--- config.mk ---
export PLATFORM = sky130hd
export DESIGN_NAME = match_controller
export DESIGN_NICKNAME = d
export VERILOG_FILES = /design/src/rtl/match_controller.sv
export SDC_FILE = /design/constraint.sdc
export NUM_CORES = 1
export LEC_CHECK = 0
export CAP_MARGIN = 20
export CORE_AREA = 2 2 124 126
export CTS_BUF_LIST = sky130_fd_sc_hd__clkbuf_4
export DETAILED_ROUTE_END_ITERATION = 8
export DIE_AREA = 0 0 126 128
export PLACE_DENSITY = 0.85
export SLEW_MARGIN = 15
export SYNTH_ARGS = -nofsm -noshare
export SYNTH_HDL_FRONTEND = slang
export SYNTH_SLANG_ARGS = --single-unit
--- constraint.sdc ---
create_clock -name clk -period 4.69 [get_ports clk]
set_input_delay 0.938 -clock clk [delete_from_list [all_inputs] [get_ports clk]]
set_output_delay 0.938 -clock clk [all_outputs]
set_load 0.02 [all_outputs]
--- src/rtl/match_controller.sv ---
// Game-play sequencer for the tile-matching board: latches a generated map,
// runs two-pick turns, clears matched pairs and declares the win.
module match_controller #(
    parameter  int BLOCKS_WIDE    = 4,
    parameter  int BLOCKS_HIGH    = 4,
    parameter  int BITS_PER_BLOCK = 3,
    parameter  int HOLD_CYCLES    = 50000000,
    localparam int NUM_TILES      = BLOCKS_WIDE * BLOCKS_HIGH,
    localparam int IW             = $clog2(NUM_TILES),
    localparam int PW             = $clog2(NUM_TILES / 2 + 1)
) (
    input  logic                                clk,
    input  logic                                reset,
    input  logic                                gen_done,
    input  logic [NUM_TILES*BITS_PER_BLOCK-1:0] map_in,
    input  logic                                btn_up,
    input  logic                                btn_down,
    input  logic                                btn_left,
    input  logic                                btn_right,
    input  logic                                btn_select,
    input  logic                                new_game,
    output logic                                regen,
    output logic [NUM_TILES*BITS_PER_BLOCK-1:0] board,
    output logic [IW-1:0]                       cursor,
    output logic [NUM_TILES-1:0]                reveal_mask,
    output logic [IW-1:0]                       first_idx,
    output logic [IW-1:0]                       second_idx,
    output logic [PW-1:0]                       pairs_left,
    output logic [7:0]                          move_count,
    output logic                                game_won,
    output logic                                busy
);

    localparam int BW = $clog2(NUM_TILES * BITS_PER_BLOCK);
    localparam int HW = (HOLD_CYCLES > 1) ? $clog2(HOLD_CYCLES) : 1;
    localparam logic [HW-1:0] HOLD_LOAD  = HW'(HOLD_CYCLES - 1);
    localparam logic [PW-1:0] FULL_PAIRS = PW'(NUM_TILES / 2);

    typedef enum logic [2:0] {
        S_IDLE,
        S_LOAD,
        S_PICK1,
        S_PICK2,
        S_COMPARE,
        S_HOLD,
        S_WON
    } state_t;

    state_t                    state;
    logic [HW-1:0]             hold_cnt;
    logic [1:0]                ignore_cnt;
    logic [IW-1:0]             cursor_next;
    logic [BITS_PER_BLOCK-1:0] cursor_color;
    logic [BITS_PER_BLOCK-1:0] first_color;
    logic [BITS_PER_BLOCK-1:0] second_color;
    int                        row;
    int                        col;

    function automatic logic [BW-1:0] tile_base(input logic [IW-1:0] idx);
        return BW'(idx) * BW'(BITS_PER_BLOCK);
    endfunction

    assign cursor_color = board[tile_base(cursor)     +: BITS_PER_BLOCK];
    assign first_color  = board[tile_base(first_idx)  +: BITS_PER_BLOCK];
    assign second_color = board[tile_base(second_idx) +: BITS_PER_BLOCK];

    assign busy = (state == S_IDLE) || (state == S_LOAD) ||
                  (state == S_COMPARE) || (state == S_HOLD);

    // Wrapped cursor target for the highest-priority direction pulse this cycle.
    always_comb begin
        row         = int'(cursor) / BLOCKS_WIDE;
        col         = int'(cursor) % BLOCKS_WIDE;
        cursor_next = cursor;
        if (btn_up)
            cursor_next = IW'(((row == 0) ? BLOCKS_HIGH - 1 : row - 1) * BLOCKS_WIDE + col);
        else if (btn_down)
            cursor_next = IW'(((row == BLOCKS_HIGH - 1) ? 0 : row + 1) * BLOCKS_WIDE + col);
        else if (btn_left)
            cursor_next = IW'(row * BLOCKS_WIDE + ((col == 0) ? BLOCKS_WIDE - 1 : col - 1));
        else if (btn_right)
            cursor_next = IW'(row * BLOCKS_WIDE + ((col == BLOCKS_WIDE - 1) ? 0 : col + 1));
    end

    always_ff @(posedge clk or posedge reset) begin
        if (reset) begin
            state       <= S_IDLE;
            board       <= '0;
            cursor      <= '0;
            reveal_mask <= '0;
            first_idx   <= '0;
            second_idx  <= '0;
            pairs_left  <= '0;
            move_count  <= '0;
            game_won    <= 1'b0;
            regen       <= 1'b0;
            hold_cnt    <= '0;
            ignore_cnt  <= '0;
        end else begin
            regen <= 1'b0;
            // ignore_cnt masks the generator's stale done flag while it restarts
            if (new_game && (state != S_IDLE) && (state != S_LOAD)) begin
                regen       <= 1'b1;
                reveal_mask <= '0;
                board       <= '0;
                game_won    <= 1'b0;
                hold_cnt    <= '0;
                ignore_cnt  <= 2'd2;
                state       <= S_IDLE;
            end else begin
                case (state)
                    S_IDLE: begin
                        if (ignore_cnt != 2'd0)
                            ignore_cnt <= ignore_cnt - 2'd1;
                        else if (gen_done)
                            state <= S_LOAD;
                    end
                    S_LOAD: begin
                        board       <= map_in;
                        pairs_left  <= FULL_PAIRS;
                        move_count  <= '0;
                        cursor      <= '0;
                        reveal_mask <= '0;
                        state       <= S_PICK1;
                    end
                    S_PICK1: begin
                        if (btn_select) begin
                            if (cursor_color != '0) begin
                                first_idx           <= cursor;
                                reveal_mask[cursor] <= 1'b1;
                                state               <= S_PICK2;
                            end
                        end else begin
                            cursor <= cursor_next;
                        end
                    end
                    S_PICK2: begin
                        if (btn_select) begin
                            if ((cursor_color != '0) && (cursor != first_idx)) begin
                                second_idx          <= cursor;
                                reveal_mask[cursor] <= 1'b1;
                                state               <= S_COMPARE;
                            end
                        end else begin
                            cursor <= cursor_next;
                        end
                    end
                    S_COMPARE: begin
                        if (move_count != 8'hFF)
                            move_count <= move_count + 8'd1;
                        if (first_color == second_color) begin
                            board[tile_base(first_idx)  +: BITS_PER_BLOCK] <= '0;
                            board[tile_base(second_idx) +: BITS_PER_BLOCK] <= '0;
                            reveal_mask[first_idx]  <= 1'b0;
                            reveal_mask[second_idx] <= 1'b0;
                            if (pairs_left != '0)
                                pairs_left <= pairs_left - PW'(1);
                            if (pairs_left == PW'(1)) begin
                                game_won <= 1'b1;
                                state    <= S_WON;
                            end else begin
                                state <= S_PICK1;
                            end
                        end else begin
                            hold_cnt <= HOLD_LOAD;
                            state    <= S_HOLD;
                        end
                    end
                    S_HOLD: begin
                        if (hold_cnt == '0) begin
                            reveal_mask <= '0;
                            state       <= S_PICK1;
                        end else begin
                            hold_cnt <= hold_cnt - HW'(1);
                        end
                    end
                    S_WON: begin
                        game_won <= 1'b1;
                    end
                    default: state <= S_IDLE;
                endcase
            end
        end
    end

endmodule

==> results by group, run 1 <==
Global route
  – First-pass GRT wire length: 39.7 mm
  – Vias in the first global route: 7551
  – Largest net degree at the start of global routing: 72
  – Total GRT Usage: 0.308
  – M1 GR Usage: 0.408
  – GR peak layer: met2
  – GRT overflow: 0
  – Antenna violations before repair: 1
  – Met2 Track Usage GR: 0.485
  – GRT met3 Usage: 0.0806

Routing
  – Drt via density: 6.41
  – Routed WL per cell: 19.5 microns
  – Vias: 8088
  – Number of remaining DRC errors: 1
  – Drt first pass iters: 9
  – Drt first-iter violations: 936
  – Final WL: 24.6 mm
  – Routed Antenna Nets: 0

Worst setup path
  – CP max stage delay: 870 ps
  – Worst path most repeated cell: buf_4
  – Slowest-stage cell, CP: dfrtp_1
  – CP required: 5130 ps
  – Worst setup SP type: register
  – Kind of end point of the critical path: register
  – Setup CP Type: reg2reg
  – FF-to-FF setup slack: 810 ps
  – Cell chain of the critical path: buf_4, mux4_2, a221oi_2, xor2_1, o31ai_2, a21boi_2, buf_4, or3b_1, o22a_1
  – Worst path arrival time: 4310 ps
  – Critical Path Fanout Max: 17

Final layout
  – Area Growth Syn to Fin: 22.7%
  – Fraction of final layout cells sized beyond drive strength 1: 0.0801
  – Fin nets: 1146

STA
  – F_max: 258 MHz
  – Post-Route Setup TNS: 0 ps
  – Final setup skew: 26.9 ps
  – RSZ-0062 raised after global routing: no
  – Worst Max-Slew Pin Slew: 1050 ps
  – Tcrit/Tclk final: 0.827
  – Final setup violating endpoints: 0
  – Crit path time final: 3880 ps
  – Final Hold Vio Count: 0
  – Slew Limit Fails: 0
  – Slew headroom: 0.296

Clock network
  – Clock Pin Slew Worst Setup and Hold Paths: 140 ps
  – Setup Fix Bufs, Post-CTS: 0
  – H-tree depth: 4
  – CTS tree: built
  – CTS Buffer Depth: 2
  – CTS Buf Count: 17
  – Clk_lat worst skew: 560 ps
  – Clock sinks: 121
  – Root buf cell: clkbuf_4
  – # resized after CTS: 0
  – CTS Hold Bufs: 0

Floorplan
  – Top-level I/O count: 148
  – Core Area: 14900 sq um
  – Die height: 128 microns
  – Row cnt: 45
  – Die ar.: 16100 sq um
  – Starting Density: 0.537
  – Die X: 126 microns

Synth
  – EDFF count, synth: 0
  – Synthesized net count: 1026
  – Post-Synth Adder-Cell Area: 0.0455
  – Syn Std Cell Area: 7980 sq um
  – Mux contribution to synthesized area: 0.0691
  – Top-count cell post-synth: nand2_1
  – Register bit total from synthesis: 121
  – Main synth FF type: dfrtp_1
  – Cell taking the most area after synthesis: dfrtp_1
  – XOR/XNOR Fraction of Synth Area: 0.0209
  – Top-area cell type share of the netlist area: 0.379
  – Synth cell count leaders: nand2_1, dfrtp_1, nand3_1
  – Avg Inst Size Synth: 8.49 sq um
  – Syn Inst Count: 940
  – Sequential fraction of the synthesis area: 0.379
  – Top post-synthesis cells by area: dfrtp_1, nand2_1, mux4_2
  – Combinational family with the most area after synthesis: simple AND/OR/NAND/NOR gates
  – Synth Area in Simple Gates: 0.259
  – Cell variety after synth: 54
  – Post-synthesis compound-gate area fraction: 0.180
  – Ys async rst share: 1.00
  – Yosys Warn Count: 0

Power and ir drop
  – Tot Pwr: 6.93 mW
  – Peak supply drop: 439 uV
  – Leak: 4.17 nW
  – PD cells: 708 nW/um^2

Placement
  – Dpl hpwl: 17.8 mm
  – Placer's final routability congestion estimate: 1.05
  – IO Port Bufs: 147

Job
  – Max Cap Viol: 0

Status
  – Status: complete, but fails checks
  – Failing checks: DRC

Worst hold path
  – HP Class: reg2reg
-- stage by stage --
stage | worst slack [ps] | cells | util | instance area (sq um) | hold slack [ps]
2_1_floorplan | 538 | 940 | - | 7980 | 453
3_3_place_gp | 994 | 1228 | 0.643 | 9550 | 479
3_5_place_dp | 934 | 1228 | 0.643 | 9550 | 485
4_1_cts | 892 | 1260 | 0.658 | 9780 | 507
5_1_grt | 627 | 1262 | 0.659 | 9790 | 535
6_report | 814 | 1262 | 0.659 | 9790 | 506
-- sequential cells by signal (all words and copies together), names as in the netlist, 3 cells and up --
signal       count
second_idx       4
state            3
first_idx        4
cursor           4
pairs_left       4
move_count       8
board           48
hold_cnt        26
reveal_mask     16
-- worst max-delay path, delay by kind of cell (launching register included) --
family,cells,cell delay (ps)
AO/OA/AOI/OAI,4,1020
XOR/XNOR,1,180
buffers and inverters,2,500
flip-flops,1,870
multiplexers,1,510
AND/OR/NAND/NOR,1,650
-- layout by cell type, fill, tap and decap left out, types with 5 or more instances in the layout --
master / netlist / layout
nand2_1: 176 / 175
mux4_2: 24 / 24
nand2b_1: 6 / 6
a211oi_1: 6 / 6
a22oi_1: 32 / 32
a21oi_1: 55 / 55
inv_1: 27 / 26
nand3_1: 99 / 99
dfrtp_1: 121 / 121
buf_4: 0 / 14
nor4_1: 21 / 20
clkdlybuf4s50_1: 0 / 147
o21ai_0: 37 / 37
nor2_1: 53 / 52
a21o_1: 6 / 6
clkbuf_4: 0 / 17
xnor2_1: 5 / 5
clkinvlp_4: 0 / 6
xor2_1: 14 / 14
o31ai_1: 11 / 11
a31oi_1: 5 / 5
ha_1: 29 / 29
nor3_1: 36 / 36
o21ai_1: 13 / 13
a22o_1: 5 / 5
and2_1: 10 / 10
nand3b_1: 5 / 5
nand4_1: 5 / 5
o22a_1: 18 / 18
nor2b_1: 12 / 12
-- report_power, final --
part,switching [mW],internal (mW)
clock network,0.444,0.207
registers,0.661,1.40
logic,2.48,1.74
total,3.59,3.34
-- routing by layer --
metal  routed length [microns]  share of wire
met1                      9960           0.40
met2                     11400           0.46
met3                      2310          0.094
met4                       939          0.038
met5                         0              0
-- kinds of logic after synthesis --
| group | Yosys count |
|---|---|
| multiplexers | 25 |
| adder cells (fa/ha/maj) | 29 |
| AND/OR/NAND/NOR | 443 |
| buffers and inverters | 88 |
| AO/OA/AOI/OAI | 215 |
| flip-flops | 121 |
| XOR/XNOR | 19 |
-- final timing paths --
| check | from | endpoint | depth (start not counted) |
|---|---|---|---|
| setup / recovery | first_idx[0] | reveal_mask[5] | 9 |
| hold / removal | hold_cnt[5] | hold_cnt[5] | 1 |
| setup reg to reg | first_idx[0] | reveal_mask[5] | 9 |
| hold reg to reg | hold_cnt[5] | hold_cnt[5] | 1 |
| max in group asynchronous | reset | board[23] | 3 |
| min in group asynchronous | reset | second_idx[3] | 2 |
-- layout make-up --
type,instances,area (sq um)
clock buffers,17,128
diodes,1,2.50
inverters,27,104
clock inverters,15,104
repair buffers,162,1600
multi-input cells,731,4600
well taps,188,235
flip-flops and latches,121,3030
fillers,1207,5070
No activity file was read; power rests on OpenSTA's default activity.
==> inputs of run 2 (changes only) <==
--- a/config.mk
+++ b/config.mk
@@ -6,11 +6,11 @@
 export NUM_CORES = 1
 export LEC_CHECK = 0
 export CAP_MARGIN = 20
-export CORE_AREA = 2 2 124 126
+export CORE_AREA = 2 2 130 132
 export CTS_BUF_LIST = sky130_fd_sc_hd__clkbuf_4
 export DETAILED_ROUTE_END_ITERATION = 8
-export DIE_AREA = 0 0 126 128
-export PLACE_DENSITY = 0.85
+export DIE_AREA = 0 0 132 134
+export PLACE_DENSITY = 0.82
 export SLEW_MARGIN = 15
 export SYNTH_ARGS = -nofsm -noshare
 export SYNTH_HDL_FRONTEND = slang
==> constraint.sdc (replaced) <==
create_clock -name clk -period 3.45 [get_ports clk]
set_input_delay 0.69 -clock clk [delete_from_list [all_inputs] [get_ports clk]]
set_output_delay 0.69 -clock clk [all_outputs]
set_load 0.02 [all_outputs]
==> results by group, run 2 (synthesis results as in run 1) <==
Global route
  – Largest net degree at the start of global routing: 122 (+69%)
  – Total GRT Usage: 0.285 (-0.0234)
  – Vias in the first global route: 7758 (+2.7%)
  – GRT overflow: 0 (unchanged)
  – First-pass GRT wire length: 40.1 mm (+1.1%)
  – Antenna violations before repair: 0 (-1)

STA
  – Slew headroom: 0.385 (+0.0887)
  – RSZ-0062 raised after global routing: no
  – Worst Max-Slew Pin Slew: 915 ps (-139 ps)
  – F_max: 301 MHz (+17%)
  – Post-route worst setup slack: 128 ps (-685 ps)
  – Final Hold Vio Count: 0 (unchanged)
  – Final setup violating endpoints: 0 (unchanged)
  – Slew Limit Fails: 0 (unchanged)
  – Post-Route Setup TNS: 0 ps (unchanged)
  – Tcrit/Tclk final: 0.963 (+0.136)
  – Crit path time final: 3320 ps (-555 ps)
  – Hold_ws: 498 ps (-8.36 ps)
  – Final setup skew: 31.9 ps (+4.98 ps)

Clock network
  – CTS tree: built
  – Clock sinks: 121 (unchanged)
  – Setup Fix Bufs, Post-CTS: 0 (unchanged)
  – CTS Hold Bufs: 0 (unchanged)
  – # resized after CTS: 0 (unchanged)
  – Clock Pin Slew Worst Setup and Hold Paths: 120 ps (-20 ps)
  – CTS Buffer Depth: 2 (unchanged)
  – CTS Buf Count: 17 (unchanged)
  – H-tree depth: 4 (unchanged)
  – Clk_lat worst skew: 570 ps (about the same)
  – Root buf cell: clkbuf_4

Worst setup path
  – Kind of end point of the critical path: register
  – Critical Path Fanout Max: 18 (+1)
  – Worst setup SP type: register
  – Worst path arrival time: 3770 ps (-540 ps)
  – CP required: 3900 ps (-1230 ps)
  – Setup CP Type: reg2reg

Placement
  – Placed Cells: 1275 (+3.8%)
  – Dpl hpwl: 18.3 mm (+2.8%)
  – Placer's final routability congestion estimate: 0.991 (-5.2%)
  – DP Worst Slack: 195 ps (-740 ps)
  – IO Port Bufs: 147 (unchanged)
  – Area post-placement: 9720 sq um (+1.7%)

Power and ir drop
  – Leak: 4.29 nW (+2.8%)
  – Peak supply drop: 605 uV (+38%)
  – PD cells: 980 nW/um^2 (+38%)
  – Tot Pwr: 9.84 mW (+42%)

Final layout
  – Fraction of final layout cells sized beyond drive strength 1: 0.0921 (+0.0119)
  – Most frequent cells in the layout: nand2_1, clkdlybuf4s50_1, dfrtp_1, nand3_1, a21oi_1
  – Multi-input gate area: 4600 sq um (+0.16%)
  – Layout Cells excl Fill: 1306 (+3.5%)
  – Commonest non-fill, non-tap cell in the layout: nand2_1
  – Area Growth Syn to Fin: 25.8%
  – Final core utilization: 0.616 (-0.0424)
  – Top Registers: board x48, hold_cnt x26, reveal_mask x16
  – Sequential cell area: 3030 sq um (about the same)
  – Fin nets: 1160 (+1.2%)
  – Max FFs per register: 48 (unchanged)
  – # fillers: 1436 (+19%)
  – Most flop-heavy register: board
  – Post-route design area: 10000 sq um (+2.5%)
  – N_diodes: 0 (-1)

Routing
  – Drt via density: 6.10 (-4.9%)
  – Drt first-iter violations: 762 (-19%)
  – Final WL: 25.0 mm (+1.4%)
  – Routed Antenna Nets: 0 (unchanged)
  – Routed WL per cell: 19.1 microns (-2.0%)
  – Vias: 7961 (-1.6%)
  – Drt first pass iters: 6 (-3)
  – Number of remaining DRC errors: 0 (-1)

Floorplan
  – Row cnt: 47 (+4.4%)
  – Die ar.: 17700 sq um (+9.7%)
  – Die height: 134 microns (+4.7%)
  – Core Area: 16300 sq um (+9.6%)
  – Die X: 132 microns (+4.8%)
  – Top-level I/O count: 148 (unchanged)
  – Starting Density: 0.490 (-0.0470)

Job
  – Max Cap Viol: 0 (unchanged)

Worst hold path
  – HP Class: reg2reg

Status
  – Status: finished, final reports clean
run 2: changes by cell type in the layout (fill, tap and decap cells not counted), moves of 2 or more:
| cell | delta |
|---|---|
| buf_4 | +13 |
| bufinv_16 | +4 |
| clkinv_1 | +2 |
| clkinv_2 | -3 |
| clkinvlp_4 | -3 |
| dfrtp_1 | -2 |
| dfrtp_2 | +2 |
| inv_6 | -2 |
run 2: metal layers:
metal  up-vias  routed length [microns]  global-route usage
li1       3680                        -                   -
met1      3778                    10100               0.370
met2       432                    11700               0.458
met3        71                     2230              0.0635
met4         0                      966               0.129
met5         -                        0                   0
run 2: final cells by class:
| cell class | count | area share |
|---|---|---|
| Sequential cell | 121 | 0.302 |
| Inverter | 27 | 0.0105 |
| Multi-Input combinational cell | 731 | 0.458 |
| Clock inverter | 13 | 0.0177 |
| Clock buffer | 18 | 0.0135 |
| Timing Repair Buffer | 176 | 0.171 |
| Tap cell | 220 | 0.0274 |
run 2: path summary, 6_finish.rpt:
| path | from | to | slack, ps | depth (start not counted) |
|---|---|---|---|---|
| max | second_idx[0] | reveal_mask[3] | 130 | 9 |
| min | hold_cnt[25] | hold_cnt[25] | 500 | 1 |
| max reg2reg | second_idx[0] | reveal_mask[3] | 130 | 9 |
| min reg2reg | hold_cnt[25] | hold_cnt[25] | 500 | 1 |
| max in group asynchronous | reset | first_idx[1] | 2180 | 3 |
| min in group asynchronous | reset | reveal_mask[9] | 570 | 3 |
run 2: power by group:
| part | switching, mW | internal [mW] | total [mW] |
|---|---|---|---|
| Clock | 0.570 | 0.574 | 1.14 |
| Sequential | 0.820 | 1.91 | 2.73 |
| Combinational | 3.49 | 2.47 | 5.96 |
| Total | 4.88 | 4.96 | 9.84 |
run 2: worst max-delay path, cell delays in order (launching register included):
cell and delay [ps]:
dfrtp_1 440, buf_12 200, mux4_2 520, a22o_1 250, a221oi_2 260, xor2_2 160
o31ai_2 310, a21boi_2 100, or3b_1 650, o22a_1 310
==> inputs of run 3 (changes only) <==
--- a/config.mk
+++ b/config.mk
@@ -7,9 +7,10 @@
 export LEC_CHECK = 0
 export CAP_MARGIN = 20
 export CORE_AREA = 2 2 130 132
-export CTS_BUF_LIST = sky130_fd_sc_hd__clkbuf_4
+export CTS_BUF_LIST = sky130_fd_sc_hd__clkbuf_8
 export DETAILED_ROUTE_END_ITERATION = 8
 export DIE_AREA = 0 0 132 134
+export GPL_ROUTABILITY_DRIVEN = 0
 export PLACE_DENSITY = 0.82
 export SLEW_MARGIN = 15
 export SYNTH_ARGS = -nofsm -noshare
==> results by group, run 3 (synthesis results as in run 1) <==
Routing
  – Number of remaining DRC errors: 0 (unchanged)
  – Vias: 8034 (+0.92%)
  – Drt first pass iters: 5 (-1)
  – Drt first-iter violations: 871 (+14%)
  – Drt via density: 6.16 (+0.99%)
  – Final WL: 24.9 mm (-0.41%)
  – Routed Antenna Nets: 0 (unchanged)
  – Routed WL per cell: 19.1 microns (-0.34%)

Global route
  – Largest net degree at the start of global routing: 51 (-58%)
  – Antenna violations before repair: 0 (unchanged)
  – GRT overflow: 0 (unchanged)
  – First-pass GRT wire length: 40.1 mm (about the same)
  – Total GRT Usage: 0.285 (+0.000539)
  – Vias in the first global route: 7688 (-0.90%)

Clock network
  – CTS tree: built
  – Clock Pin Slew Worst Setup and Hold Paths: 80 ps (-40 ps)
  – Clk_lat worst skew: 480 ps (-90 ps)
  – CTS Buffer Depth: 2 (unchanged)
  – Setup Fix Bufs, Post-CTS: 0 (unchanged)
  – CTS Buf Count: 17 (unchanged)
  – Clock sinks: 121 (unchanged)
  – CTS Hold Bufs: 0 (unchanged)
  – Root buf cell: clkbuf_8
  – H-tree depth: 4 (unchanged)
  – # resized after CTS: 1 (+1)

Job
  – Max Cap Viol: 0 (unchanged)

Power and ir drop
  – Clock power frac: 0.134 (+0.018)
  – Gate power share: 0.594 (-0.012)
  – Peak supply drop: 680 uV (+12%)
  – Part of the power in registers: 0.273 (-0.004)
  – Sw Share: 0.494 (-0.00221)
  – Power Internal: 5.09 mW (+2.8%)
  – Net Sw Power: 4.97 mW (+1.8%)
  – Leak: 4.32 nW (+0.85%)
  – PD cells: 992 nW/um^2 (+1.2%)

STA
  – Slew headroom: 0.295 (-0.0900)
  – Slew Limit Fails: 0 (unchanged)
  – Crit path time final: 3270 ps (-47.5 ps)
  – Final setup violating endpoints: 0 (unchanged)
  – Final setup skew: 18.3 ps (-13.6 ps)
  – F_max: 305 MHz (+1.5%)
  – Tcrit/Tclk final: 0.949 (-0.0138)
  – Worst Max-Slew Pin Slew: 1050 ps (+134 ps)
  – RSZ-0062 raised after global routing: no
  – Final Hold Vio Count: 0 (unchanged)

Final layout
  – Fin nets: 1158 (-0.17%)
  – Fraction of final layout cells sized beyond drive strength 1: 0.0931 (+0.00101)
  – Most frequent cells in the layout: nand2_1, clkdlybuf4s50_1, dfrtp_1, nand3_1, a21oi_1
  – Post-route design area: 10100 sq um (+1.1%)
  – Final core utilization: 0.623 (+0.00668)
  – N_diodes: 0 (unchanged)
  – Most flop-heavy register: board
  – Max FFs per register: 48 (unchanged)
  – Area Growth Syn to Fin: 27.2%
  – Top Registers: board x48, hold_cnt x26, reveal_mask x16
  – Commonest non-fill, non-tap cell in the layout: nand2_1

Worst setup path
  – Critical Path Fanout Max: 22 (+4)
  – CP required: 3810 ps (-90 ps)
  – Worst path arrival time: 3630 ps (-140 ps)
  – Worst setup SP type: register
  – Kind of end point of the critical path: register
  – Setup CP Type: reg2reg

Floorplan
  – Starting Density: 0.490 (unchanged)
  – Row cnt: 47 (unchanged)
  – Die height: 134 microns (unchanged)
  – Top-level I/O count: 148 (unchanged)
  – Die X: 132 microns (unchanged)
  – Core Area: 16300 sq um (unchanged)
  – Die ar.: 17700 sq um (unchanged)

Placement
  – Area post-placement: 9730 sq um (+0.10%)
  – IO Port Bufs: 147 (unchanged)
  – Dpl hpwl: 18.3 mm (+0.45%)

Worst hold path
  – HP Class: reg2reg

Status
  – Status: finished, final reports clean
[run 3: cell types whose count changed in the layout (fill, tap and decap cells not counted), sizes merged]
cell / before / now
buf: 29 / 27
bufinv: 4 / 2
clkbuf: 18 / 20
clkinv: 6 / 3
clkinvlp: 3 / 5
inv: 27 / 29
[run 3: through the flow]
stage               cells  setup TNS, ps  power [mW]  setup WS (ps)  hold WS [ps]
floorplan             940              0        6.45            246           453
CTS                  1305              0        9.93            156           502
finish               1305              0        10.1            176           505
global placement     1273              0        8.42            165           481
global route         1305              0        10.7           52.4           523
detailed placement   1273          -18.3        8.57          -18.3           491
[run 3: final cells by class]
type | count | area [sq um]
flip-flops and latches | 121 | 3030
multi-input cells | 731 | 4600
well taps | 220 | 275
inverters | 27 | 105
clock inverters | 12 | 139
fillers | 1365 | 6140
repair buffers | 174 | 1720
clock buffers | 20 | 275
[run 3: routing by layer]
metal	wire [microns]	up-vias	part of all wire	global-route usage
met4	1080	0	0.043	0.130
met5	0	-	0	0
met2	11500	383	0.46	0.449
met1	10400	3885	0.42	0.374
met3	1940	82	0.078	0.0726
li1	-	3684	-	-
[run 3: power groups by stage]
stage	sequential, mW	combinational (mW)	clock (mW)
after floorplan	2.85	3.60	0
after global placement	2.70	5.72	0
after detailed placement	2.72	5.85	0
after CTS	2.70	5.89	1.35
after global routing	2.80	6.49	1.41
final	2.74	5.97	1.35
[run 3: critical path: stages (launching register included)]
cell,delay (ps)
dfrtp_1,380
buf_12,190
mux4_2,530
a22o_1,240
a221oi_2,200
xor2_1,170
o31ai_2,360
a21boi_2,120
or3b_1,650
o22a_1,300
[run 3: worst paths after layout]
path | cells after the start | from | slack (ps) | end
worst max register to register | 9 | first_idx[0] | 180 | reveal_mask[15]
worst min register to register | 1 | hold_cnt[5] | 500 | hold_cnt[5]
worst max-delay path | 9 | first_idx[0] | 180 | reveal_mask[15]
min in group asynchronous | 2 | reset | 690 | reveal_mask[9]
max in group asynchronous | 3 | reset | 2060 | board[0]
worst min-delay path | 1 | hold_cnt[5] | 500 | hold_cnt[5]
==> RTL edit: new RTL, flow settings as in run 2 <==
Change the parameter `BLOCKS_HIGH` from 4 to 2.
--- a/src/rtl/match_controller.sv
+++ b/src/rtl/match_controller.sv
@@ -4,3 +4,3 @@
     parameter  int BLOCKS_WIDE    = 4,
-    parameter  int BLOCKS_HIGH    = 4,
+    parameter  int BLOCKS_HIGH    = 2,
     parameter  int BITS_PER_BLOCK = 3,
Interface: changed (7 resized); port bits go from 148 to 88. The function was not compared with the original's and may differ.
==> RTL edit against run 2 <==
- final area decreased by 33%
- worst setup slack improved by 0.27 ns
- maximum frequency increased by 8.9%
- sequential cell count decreased by 36
- area after synthesis decreased by 31%
- sequential power decreased by 33%
- total power decreased by 45%
- routed wire length decreased by 38%
- largest power group unchanged
==> RTL edit: results (changes against run 2) <==
Status
  – Status: completed

CTS
  – Clock Pin Slew Worst Setup and Hold Paths: 0.15 ns (+0.03 ns)
  – TritonCTS buffer count: 9 (-8)

Synth
  – Xor and xnor area share after synthesis: 0.02804 (+0.007189)
  – Mapped Cells: 602 (-36%)
  – Post-synthesis mux area share: 0.07870 (+0.009553)
  – Post-synth cell types: 69 (+28%)
  – Post-synthesis compound-gate area fraction: 0.2454 (+0.06553)
  – Sequential area share after synthesis: 0.3844 (+0.005012)

Critical path
  – R2r setup slk: 0.40 ns (+0.27 ns)
  – CP max FO: 17 (-1)
  – Worst flop-to-flop path endpoint: board[12]$_DFFE_PP0P_
  – Max stage delay cell, worst path: dfrtp_1
  – Worst endpoint data arrival time: 3.43 ns (-0.34 ns)
  – Slowest stage delay, CP: 0.82 ns (+0.17 ns)

Power
  – Max rail drop VDD: 487.7 uV (-19%)
  – Switching Share: 0.4825 (-0.01359)
  – Clock group: 0.000543 W (-52%)
  – Logic pwr share: 0.558 (-0.048)
  – Leakage: 2.724 nW (-36%)

Timing
  – Setup Skew: 0.02204 ns (-0.009888 ns)
  – Period Utilization, post-route: 0.8842 (-0.07860)
  – Max transition margin: 0.5127 (+0.1281)

Placed design
  – Hpwl dp: 11620 um (-36%)
  – Number of instances in the placed design: 892 (-30%)
  – DP Area: 6655 um^2 (-32%)
  – DP Worst Slack: 0.4440 ns (+0.2493 ns)
  – GPL Wtd Cong: 0.9383 (-5.3%)

GRT
  – Tot GR Track Use: 0.1779 (-0.1070)
  – Largest net degree at the start of global routing: 39 (-68%)

Final layout
  – Layout cell share with drive strength beyond 1: 0.1090 (+0.01693)
  – Fin nets: 731 (-37%)

Detailed routing
  – Vias per cell: 5.646 (-7.4%)
  – Via count: 5127 (-36%)
  – DRT iter0 DRCs: 417 (-45%)
-- RTL edit: layout make-up --
| type | count | area, um^2 |
|---|---|---|
| clock buffers | 10 | 75.07 |
| flip-flops and latches | 85 | 2127 |
| clock inverters | 6 | 46.29 |
| fillers | 1611 | 9513 |
| repair buffers | 105 | 1006 |
| inverters | 26 | 98.84 |
| multi-input cells | 456 | 3148 |
| well taps | 220 | 275.3 |
-- RTL edit: per-layer routing --
layer | vias up | GRT usage | share of wire
met1 | 2498 | 0.2298 | 0.42
met3 | 25 | 0.04157 | 0.068
met2 | 193 | 0.2948 | 0.49
met5 | - | 0 | 0
met4 | 0 | 0.05978 | 0.020
li1 | 2411 | - | -
-- RTL edit: worst register-to-register path: cells and delay by family, from the launching register on --
family	cells	cell delay (ns)
flip-flops	1	0.82
AO/OA/AOI/OAI	3	0.94
XOR/XNOR	1	0.20
AND/OR/NAND/NOR	1	0.22
multiplexers	2	0.77
-- RTL edit: how the worst min path moves through the flow --
stage                              from                       end  slack, ns  cells after the start
3_3_place_gp   hold_cnt[21]$_DFFE_PP0P_  hold_cnt[21]$_DFFE_PP0P_       0.47                      1
3_5_place_dp   hold_cnt[21]$_DFFE_PP0P_  hold_cnt[21]$_DFFE_PP0P_       0.50                      1
5_1_grt        hold_cnt[21]$_DFFE_PP0P_  hold_cnt[21]$_DFFE_PP0P_       0.55                      1
2_1_floorplan  hold_cnt[21]$_DFFE_PP0P_  hold_cnt[21]$_DFFE_PP0P_       0.45                      1
4_1_cts        hold_cnt[21]$_DFFE_PP0P_  hold_cnt[21]$_DFFE_PP0P_       0.52                      1
6_report       hold_cnt[21]$_DFFE_PP0P_  hold_cnt[21]$_DFFE_PP0P_       0.52                      1
